## src/rtl/stage_fetch_if.sv

```systemverilog
// stage_fetch_if -- instruction-memory request/response bus used by the fetch stage.
// master: fetch side (issues requests, consumes responses)
// slave : memory side (accepts requests, returns responses)
interface stage_fetch_if;
   logic        imem_req_valid;
   logic        imem_req_ready;
   logic [63:0] imem_req_addr;
   logic        imem_rsp_valid;
   logic [31:0] imem_rsp_data;

   modport master (
      output imem_req_valid,
      output imem_req_addr,
      input  imem_req_ready,
      input  imem_rsp_valid,
      input  imem_rsp_data
   );

   modport slave (
      input  imem_req_valid,
      input  imem_req_addr,
      output imem_req_ready,
      output imem_rsp_valid,
      output imem_rsp_data
   );
endinterface

```

## src/rtl/stage_fetch.sv

```systemverilog
// stage_fetch -- single-outstanding instruction fetch stage.
// Issues one request at a time, holds the returned instruction for the IF/ID
// stage until it is taken, and handles branch/trap redirects by discarding the
// response of any request that was in flight when the redirect arrived.
// Optional macro FETCH_PERF_CNT_EN adds perf_fetch_cnt / perf_drop_cnt outputs.
module stage_fetch #(
   parameter logic [63:0] RESET_PC = 64'h0000_0000_8000_0000
) (
   input  logic         clk,
   input  logic         rst,
   input  logic         stall,
   input  logic         bj_en,
   input  logic [63:0]  bj_pc,
   input  logic         trap_en,
   input  logic [63:0]  trap_pc,
   stage_fetch_if.master imem,
   output logic         inst_valid,
   output logic [31:0]  inst_out,
   output logic [63:0]  pc_out
`ifdef FETCH_PERF_CNT_EN
   ,
   output logic [63:0]  perf_fetch_cnt,
   output logic [63:0]  perf_drop_cnt
`endif
);

   localparam logic [1:0]  S_REQ    = 2'd0;
   localparam logic [1:0]  S_WAIT   = 2'd1;
   localparam logic [1:0]  S_HOLD   = 2'd2;
   localparam logic [31:0] NOP_INST = 32'h0000_0013;

   logic [1:0]  state_r;
   logic [1:0]  state_nx;
   logic [63:0] pc_r;
   logic [63:0] pc_nx;
   logic        drop_r;
   logic        drop_nx;
   logic        redirect_s;
   logic [63:0] target_s;
   logic        handshake_s;
   logic        capture_s;
   logic        leave_hold_s;
   logic        inst_valid_r;
   logic [31:0] inst_r;
   logic [63:0] pc_out_r;

   // Request is presented whenever the FSM sits in REQ; suppressed during reset.
   assign imem.imem_req_valid = (state_r == S_REQ) && !rst;
   assign imem.imem_req_addr  = pc_r;

   assign inst_valid = inst_valid_r;
   assign inst_out   = inst_r;
   assign pc_out     = pc_out_r;

   // Redirect strobe and target; a trap outranks a branch/jump.
   always_comb begin
      redirect_s  = trap_en | bj_en;
      handshake_s = (state_r == S_REQ) & imem.imem_req_ready;
      if (trap_en) begin
         target_s = trap_pc;
      end else begin
         target_s = bj_pc;
      end
   end

   // Next-state, next-pc and drop-flag decisions.
   always_comb begin
      state_nx  = state_r;
      pc_nx     = pc_r;
      drop_nx   = drop_r;
      capture_s = 1'b0;
      case (state_r)
         S_REQ: begin
            if (redirect_s) begin
               pc_nx = target_s;
            end else begin
               pc_nx = pc_r;
            end
            if (handshake_s) begin
               state_nx = S_WAIT;
               drop_nx  = redirect_s;
            end else begin
               state_nx = S_REQ;
            end
         end
         S_WAIT: begin
            if (imem.imem_rsp_valid) begin
               if (drop_r || redirect_s) begin
                  // response belongs to a redirected-away fetch: discard it
                  state_nx = S_REQ;
                  drop_nx  = 1'b0;
                  if (redirect_s) begin
                     pc_nx = target_s;
                  end else begin
                     pc_nx = pc_r;
                  end
               end else begin
                  state_nx  = S_HOLD;
                  capture_s = 1'b1;
               end
            end else if (redirect_s) begin
               pc_nx   = target_s;
               drop_nx = 1'b1;
            end else begin
               state_nx = S_WAIT;
            end
         end
         S_HOLD: begin
            if (redirect_s) begin
               pc_nx    = target_s;
               state_nx = S_REQ;
            end else if (!stall) begin
               pc_nx    = pc_r + 64'd4;
               state_nx = S_REQ;
            end else begin
               state_nx = S_HOLD;
            end
         end
         default: begin
            state_nx = S_REQ;
            drop_nx  = 1'b0;
         end
      endcase
      leave_hold_s = (state_r == S_HOLD) && (state_nx != S_HOLD);
   end

   // FSM, program counter and drop flag registers.
   always_ff @(posedge clk or posedge rst) begin
      if (rst) begin
         state_r <= S_REQ;
         pc_r    <= RESET_PC;
         drop_r  <= 1'b0;
      end else begin
         state_r <= state_nx;
         pc_r    <= pc_nx;
         drop_r  <= drop_nx;
      end
   end

   // Hold registers presented to IF/ID; read as NOP whenever not valid.
   always_ff @(posedge clk or posedge rst) begin
      if (rst) begin
         inst_valid_r <= 1'b0;
         inst_r       <= NOP_INST;
         pc_out_r     <= 64'd0;
      end else if (capture_s) begin
         inst_valid_r <= 1'b1;
         inst_r       <= imem.imem_rsp_data;
         pc_out_r     <= pc_r;
      end else if (leave_hold_s) begin
         inst_valid_r <= 1'b0;
         inst_r       <= NOP_INST;
      end else begin
         inst_valid_r <= inst_valid_r;
      end
   end

`ifdef FETCH_PERF_CNT_EN
   logic [63:0] perf_fetch_r;
   logic [63:0] perf_drop_r;

   assign perf_fetch_cnt = perf_fetch_r;
   assign perf_drop_cnt  = perf_drop_r;

   // Count HOLD->REQ transitions and responses thrown away after a redirect.
   always_ff @(posedge clk or posedge rst) begin
      if (rst) begin
         perf_fetch_r <= 64'd0;
         perf_drop_r  <= 64'd0;
      end else begin
         if (leave_hold_s) begin
            perf_fetch_r <= perf_fetch_r + 64'd1;
         end
         if ((state_r == S_WAIT) && imem.imem_rsp_valid && (drop_r || redirect_s)) begin
            perf_drop_r <= perf_drop_r + 64'd1;
         end
      end
   end
`endif

endmodule

```

## src/flat_wrapper.sv

```systemverilog
// flat-port wrapper written by rule: the top's interface ports become plain ports
module stage_fetch_flat 
#(
   parameter logic [63:0] RESET_PC = 64'h0000_0000_8000_0000
)
  (clk, rst, stall, bj_en, bj_pc, trap_en, trap_pc, inst_valid, inst_out, pc_out, imem_imem_req_valid, imem_imem_req_addr, imem_imem_req_ready, imem_imem_rsp_valid, imem_imem_rsp_data);
  stage_fetch_if imem_i ();
  input  logic clk;
  input  logic rst;
  input  logic stall;
  input  logic bj_en;
  input  logic [63:0] bj_pc;
  input  logic trap_en;
  input  logic [63:0] trap_pc;
  output logic inst_valid;
  output logic [31:0] inst_out;
  output logic [63:0] pc_out;
  output wire logic [$bits(imem_i.imem_req_valid)-1:0] imem_imem_req_valid;
  output wire logic [$bits(imem_i.imem_req_addr)-1:0] imem_imem_req_addr;
  input wire logic [$bits(imem_i.imem_req_ready)-1:0] imem_imem_req_ready;
  input wire logic [$bits(imem_i.imem_rsp_valid)-1:0] imem_imem_rsp_valid;
  input wire logic [$bits(imem_i.imem_rsp_data)-1:0] imem_imem_rsp_data;
  assign imem_imem_req_valid = imem_i.imem_req_valid;
  assign imem_imem_req_addr = imem_i.imem_req_addr;
  assign imem_i.imem_req_ready = imem_imem_req_ready;
  assign imem_i.imem_rsp_valid = imem_imem_rsp_valid;
  assign imem_i.imem_rsp_data = imem_imem_rsp_data;
  stage_fetch #(.RESET_PC(RESET_PC)) u_core (.clk(clk), .rst(rst), .stall(stall), .bj_en(bj_en), .bj_pc(bj_pc), .trap_en(trap_en), .trap_pc(trap_pc), .imem(imem_i), .inst_valid(inst_valid), .inst_out(inst_out), .pc_out(pc_out));
endmodule
```

## config.mk

```make
export PLATFORM = sky130hd
export DESIGN_NAME = stage_fetch_flat
export DESIGN_NICKNAME = d
export VERILOG_FILES = /design/src/rtl/stage_fetch_if.sv /design/src/rtl/stage_fetch.sv /design/src/flat_wrapper.sv
export SDC_FILE = /design/constraint.sdc
export NUM_CORES = 1
export LEC_CHECK = 0
export CAP_MARGIN = 5
export CORE_MARGIN = 5
export CORE_UTILIZATION = 40
export CTS_CLUSTER_DIAMETER = 50
export DETAILED_ROUTE_END_ITERATION = 12
export PLACE_DENSITY_LB_ADDON = 0.05
export SLEW_MARGIN = 10
export SYNTH_ARGS = -nofsm -noshare
export SYNTH_HDL_FRONTEND = slang
export SYNTH_SLANG_ARGS = --single-unit
```

## constraint.sdc

```tcl
create_clock -name clk -period 7.6 [get_ports clk]
set_clock_uncertainty 0.05 [all_clocks]
set_input_delay 1.52 -clock clk [delete_from_list [all_inputs] [get_ports clk]]
set_output_delay 1.52 -clock clk [all_outputs]
set_load 0.1 [all_outputs]
```

==> results by group, run 1 <==
Run status
  – Status: completed

Timing
  – Relative slew slack: 0.1763
  – Crit share post-route: 0.6523
  – Worst Tran Pin Value: 1224 ps
  – Final setup viols: 0
  – Worst Slack Setup Final: 2643 ps
  – Setup tns final: 0 ps
  – Slew Viols, Final: 0
  – RSZ-0062 raised after global routing: false
  – Tmin final: ~5000 ps
  – Final-report hold violation count: 0
  – Fmax: 201.7 MHz

Critical path
  – Worst Reg2Reg Path Length in Cells: 6
  – Origin of the worst setup path: rst
  – Setup CP Type: in2out
  – Crit start category: primary input
  – Worst Setup End Kind: output port
  – Setup crit end: imem_imem_req_valid
  – FF-to-FF Start: u_core.state_r[1]
  – Flop2flop setup slack: approximately 4600 ps
  – Crit Path Max Fanout: 2
  – Worst Path Arrival: 3390 ps
  – CP required: around 6000 ps
  – Worst r2r dst: u_core.imem.imem_req_addr[53]

Yosys
  – Sequential share of the synthesized area: 0.4604
  – Main flop type after synthesis: dfrtp_1
  – Commonest cells post-synth: nand2_1 (255), dfrtp_1 (160), clkbuf_1 (56), nand3_1 (54), a21oi_1 (52)
  – Post-Synthesis Cells: 1012
  – Synthesized area: 8925 um^2
  – Synth area leader: dfrtp_1
  – Count leader, synth: nand2_1
  – Yosys warnings: 0
  – Syn Area/Cell: about 8.8 um^2
  – Synth cell types: 63
  – Yosys reg bits: about 160
  – Post-synth net total: ~1200
  – Post-synth EDFFs: 0
  – Synth top area share: 0.4486
  – Area contributors post-synth: dfrtp_1 (45%), nand2_1 (11%), mux2i_1 (4.9%), a22o_1 (3.0%), nand3_1 (3.0%)
  – Synth async-reset ratio: 1.000

Layout
  – Diodes inserted: 0
  – Non-Filler Instances: between 1500 and 2000
  – Number of nets in the layout: 1461
  – Syn-to-layout area delta: 45.18%
  – Fillers: 2007
  – Fin util: 0.5919
  – Share of layout cells above drive strength 1: 0.06662

Power and ir drop
  – PD cells: 435.3 nW/um^2
  – Worst vdd ir: 241.4 uV
  – Switching share of power: 0.5710
  – Psw: roughly 3200 uW
  – Power Internal: 2420 uW
  – Pleak: 0.005451 uW
  – Part of the power in registers: 0.249
  – Combinational share of power: 0.596
  – Clk pwr share: 0.155

GRT
  – GRT Overall Usage: 0.2391
  – Largest net degree at the start of global routing: 93
  – Number of global-route vias before repair: 8536
  – First-pass GRT wire length: 49390 um
  – Initial antenna violation count: 0
  – Total gr overflow: 0

Place
  – Pre-CTS WS: 2629 ps
  – Placer Congestion: 0.8332
  – Dpl cells: 1554
  – DP HPWL: 22390 um
  – I/O Buffers: 328

Detailed routing
  – Via count: 8942
  – Drt via density: ~5.6
  – Post-Route WL: 31430 um
  – Final ANT Viol Nets: 0
  – Drt drc: 0
  – Wire per inst: 19.82 um
  – Pre-antenna DRT Iters: 4
  – Starting DRC count in detailed routing: between 600 and 700

Floorplan
  – Die Wd: 159.4 um
  – CORE AREA: between 20000 and 25000 um^2
  – Initial Utilization: 0.4077
  – IO Pins: approximately 330
  – Die ar.: 25400 um^2
  – Row cnt: 54
  – Die Ht: 159.4 um

CTS
  – CTS HTree Levels: 4
  – Clock-pin slew on the worst setup and hold paths: roughly 70 ps
  – Post_cts resized: 0
  – CTS sink count: 164
  – Post-CTS setup buffers: 0
  – TritonCTS clock tree: yes
  – Cts bufs inserted: 17
  – Hold_buf cts: 0
  – Clock root buffer master: clkbuf_16
  – Worst-Skew Late Latency: 430 ps
  – CTS max path bufs: 2

Hold path
  – Hold path cells: 2
  – Hold Startpoint: u_core.pc_out[2]
  – Hold Path Class: reg2reg

Job
  – MaxCap Viol Count: 0
## routing by layer
metal | vias to the layer above | GRT usage | wire [um]
li1 | 4264 | - | -
met1 | 4283 | 0.3305 | 13980
met2 | 362 | 0.3816 | 14640
met3 | 33 | 0.05799 | 2345
met4 | 0 | 0.05622 | 471
met5 | - | 0 | 0
## critical path, stage by stage
cell	delay, ps
clkdlybuf4s50_1	530
nor3_1	180
clkdlybuf4s50_1	1160
## power groups by stage
| stage | combinational (uW) | sequential (uW) | clock [uW] |
|---|---|---|---|
| 2_1_floorplan | 407 | 3510 | 0 |
| 3_3_place_gp | 3360 | 1410 | 0 |
| 3_5_place_dp | 3370 | 1420 | 0 |
| 4_1_cts | 3380 | 1410 | 896 |
| 5_1_grt | 3470 | 1450 | 933 |
| 6_report | 3360 | 1410 | 875 |
## registers in the layout, indices dropped and copies added, names as in the netlist
name / cells
u_core.imem.imem_req_addr: 64
u_core.pc_out: 64
u_core.inst_out: 32
u_core.drop_r: 1
u_core.inst_valid: 1
u_core.state_r: 2
## logic make-up (layout without fill, tap and decap cells)
| group | after synthesis | after routing | synth area share |
|---|---|---|---|
| AO/OA/AOI/OAI | 220 | 220 | 0.1706 |
| buffers and inverters | 82 | 376 | 0.03603 |
| multiplexers | 59 | 59 | 0.06827 |
| adder cells (fa/ha/maj) | 1 | 1 | 0.001402 |
| AND/OR/NAND/NOR | 486 | 486 | 0.2633 |
| flip-flops | 164 | 164 | 0.4604 |
## worst min path at each step
| stage | slack, ps | endpoint |
|---|---|---|
| CTS | 430 | u_core.pc_out[40] |
| floorplan | 470 | u_core.drop_r |
| detailed placement | 410 | u_core.pc_out[40] |
| finish | 420 | u_core.pc_out[2] |
| global route | 450 | u_core.pc_out[56] |
| global placement | 410 | u_core.pc_out[28] |
## stage by stage
step	hold WS (ps)	power (uW)	area (um^2)
detailed placement	411.6	4790	12360
CTS	426.5	5680	12950
finish	422.8	5641	12960
floorplan	465.2	3921	8925
global placement	407.0	4773	12360
global route	450.2	5849	12960
## cells in the final DEF, fill, tap and decap left out, types with 7 or more instances in the layout
master and instances:
a2bb2oi_1 12, o22ai_1 12, or4_1 7, a211oi_1 14, a21oi_1 52, a311oi_1 11
o31ai_1 8, a22o_1 30, nor4_1 15, dfrtp_1 160, buf_4 11, clkbuf_16 17
and2_1 9, and3_1 14, nand4_1 25, nor2b_1 7, nand2_1 255, o211ai_1 10
o21ai_0 35, and4_1 10, nor3_1 25, nor2_1 34, mux2_2 15, o22a_1 8
clkdlybuf4s50_1 327, nand3_1 54, mux2i_1 44
## final cells by class
type	instances	area [um^2]	area share
repair buffers	338	3356	0.2590
clock inverters	13	148.9	0.01149
multi-input cells	766	4521	0.3489
inverters	6	30.03	0.002318
flip-flops and latches	164	4109	0.3171
well taps	280	350.3	0.02704
clock buffers	19	442.9	0.03418
(Power assumes the default switching activity.)
==> run 2: changes to the inputs <==
Clock period 7.6 ns to 4.59 ns, I/O delays scaled along.
==> run 2 against run 1 <==
Net effect: core utilization grew 0.18 points; clock-buffer cell count did not move; die area stayed put; sequential share of layout area down 0.095 points; combinational power increased by 66%; critical path type is now reg2out; largest power group unchanged.
==> results by group, run 2 (synthesis results as in run 1) <==
Detailed routing
  – Wire per inst: 19.85 um (was 19.82 um)
  – Post-Route WL: 31600 um (was 31430 um)
  – Via count: 9054 (was 8942)
  – Final ANT Viol Nets: 0 (unchanged)
  – Starting DRC count in detailed routing: 573 (was 676)
  – Drt drc: 0 (unchanged)
  – Drt via density: 5.687 (was 5.638)
  – Pre-antenna DRT Iters: 6 (was 4)

Critical path
  – Worst path bufs/invs: 1 (was 2)
  – Crit path max-delay family: buffers and inverters (unchanged)
  – Crit Path Max Fanout: 11 (was 2)
  – Worst Setup End Kind: output port (unchanged)
  – Origin of the worst setup path: u_core.imem.imem_req_addr[47] (was rst)
  – CP required: 3620 ps (was 6030 ps)
  – Worst r2r dst: u_core.imem.imem_req_addr[53] (unchanged)
  – CP Cell Sequence: clkdlybuf4s50_1 (was clkdlybuf4s50_1 > nor3_1 > clkdlybuf4s50_1)
  – Flop2flop setup slack: 1800 ps (was 4600 ps)
  – CP max-delay cell: clkdlybuf4s50_1 (unchanged)
  – Setup CP Type: reg2out (was in2out)
  – Worst Reg2Reg Path Length in Cells: 5 (was 6)
  – Worst Path Arrival: 2300 ps (was 3390 ps)
  – Crit start category: flop (was primary input)
  – FF-to-FF Start: u_core.imem.imem_req_addr[2] (was u_core.state_r[1])
  – Crit-path max cell delay: 1240 ps (was 1160 ps)

CTS
  – Clock-pin slew on the worst setup and hold paths: 60 ps (was 70 ps)
  – CTS HTree Levels: 4 (unchanged)
  – Clock root buffer master: clkbuf_16 (unchanged)
  – CTS max path bufs: 2 (unchanged)
  – Hold_buf cts: 0 (unchanged)
  – CTS sink count: 164 (unchanged)
  – Post-CTS setup buffers: 0 (unchanged)
  – Post_cts resized: 0 (unchanged)
  – Cts bufs inserted: 17 (unchanged)
  – TritonCTS clock tree: yes (unchanged)
  – Worst-Skew Late Latency: 440 ps (was 430 ps)

Timing
  – Slew Viols, Final: 0 (unchanged)
  – Crit share post-route: 0.7131
  – RSZ-0062 raised after global routing: false (unchanged)
  – Worst Tran Pin Value: 1061 ps (was 1224 ps)
  – Relative slew slack: 0.2904 (was 0.1763)
  – Final-report hold violation count: 0 (unchanged)
  – Minimum hold slack: 421.3 ps (was 422.8 ps)
  – Tmin final: 3273 ps
  – Final setup viols: 0 (unchanged)
  – Fmax: 305.5 MHz
  – Setup tns final: 0 ps (unchanged)

GRT
  – Total gr overflow: 0 (unchanged)
  – Initial antenna violation count: 0 (unchanged)
  – Number of global-route vias before repair: 8697 (was 8536)
  – GRT Overall Usage: 0.2401 (was 0.2391)
  – First-pass GRT wire length: 49780 um (was 49390 um)
  – Largest net degree at the start of global routing: 91 (was 93)

Floorplan
  – Die Wd: 159.4 um (unchanged)
  – Die Ht: 159.4 um (unchanged)
  – Row cnt: 54 (unchanged)
  – Initial Utilization: 0.4077 (unchanged)
  – Die ar.: 25400 um^2 (unchanged)
  – IO Pins: 329 (unchanged)
  – CORE AREA: 21890 um^2 (unchanged)

Layout
  – Syn-to-layout area delta: 45.62% (was 45.18%)
  – Number of nets in the layout: 1467 (was 1461)
  – Share of layout cells above drive strength 1: 0.07241 (was 0.06662)
  – Fin util: 0.5937 (was 0.5919)
  – Most frequent cells in the layout: clkdlybuf4s50_1 (326), nand2_1 (255), dfrtp_1 (160) (was clkdlybuf4s50_1 (327), nand2_1 (255), dfrtp_1 (160))
  – Commonest non-fill, non-tap cell in the layout: clkdlybuf4s50_1 (unchanged)
  – Diodes inserted: 0 (unchanged)

Run status
  – Status: completed (unchanged)

Hold path
  – Hold Path Class: reg2reg (unchanged)
  – Hold EP: u_core.pc_out[27] (was u_core.pc_out[2])
  – Hold Startpoint: u_core.pc_out[27] (was u_core.pc_out[2])
  – Hold path cells: 2 (unchanged)

Power and ir drop
  – Worst vdd ir: 434.3 uV (was 241.4 uV)
  – PD cells: 715.2 nW/um^2 (was 435.3 nW/um^2)
  – Pleak: 0.005476 uW (was 0.005451 uW)

Place
  – DP HPWL: 22690 um (was 22390 um)
  – I/O Buffers: 328 (unchanged)
  – Placer Congestion: 0.8889 (was 0.8332)

Job
  – MaxCap Viol Count: 0 (unchanged)
-- run 2: per-stage QoR --
step                cell area (um^2)  power [uW]  setup WS [ps]  instances
detailed placement             12420        7949           1185       1560
CTS                            13000        9368           1303       1592
global route                   13000        9625           1276       1592
finish                         13000        9295           1317       1592
floorplan                       8929        6493          676.7       1012
global placement               12420        7923           1238       1560
-- run 2: worst max path at each step --
stage / end / slack, ps / cells after the start
2_1_floorplan: imem_imem_req_valid / 680 / 1
3_3_place_gp: u_core.imem.imem_req_addr[17] / 1240 / 8
3_5_place_dp: u_core.imem.imem_req_addr[26] / 1190 / 8
4_1_cts: imem_imem_req_addr[47] / 1300 / 1
5_1_grt: imem_imem_req_addr[47] / 1280 / 1
6_report: imem_imem_req_addr[47] / 1320 / 1
-- run 2: power by group --
part           internal [uW]  switching (uW)  total (uW)
clock network            740             652        1390
registers               1940             396        2340
logic                   1250            4320        5570
-- run 2: routing by layer --
layer | global-route usage | wire, um | up-vias | share of wire
li1 | - | - | 4288 | -
met1 | 0.3264 | 13690 | 4344 | 0.43
met2 | 0.3889 | 15250 | 391 | 0.48
met3 | 0.06006 | 2220 | 31 | 0.070
met4 | 0.05545 | 435 | 0 | 0.014
met5 | 0 | 0 | - | 0
-- run 2: area by class of cell --
type / count / area [um^2]
clock buffer: 19 / 452.9
clock inverter: 13 / 118.9
fill: 2036 / 8895
inverter: 6 / 26.28
multi-input combinational: 766 / 4516
sequential: 164 / 4109
tap: 280 / 350.3
timing repair buffer: 344 / 3423
-- run 2: worst register-to-register path, delay by kind of cell, from the launching register on --
kind               cells  cell delay (ps)
and+or+nand+nor        4             1880
DFF                    1              520
AOI/OAI and AO/OA      1              190
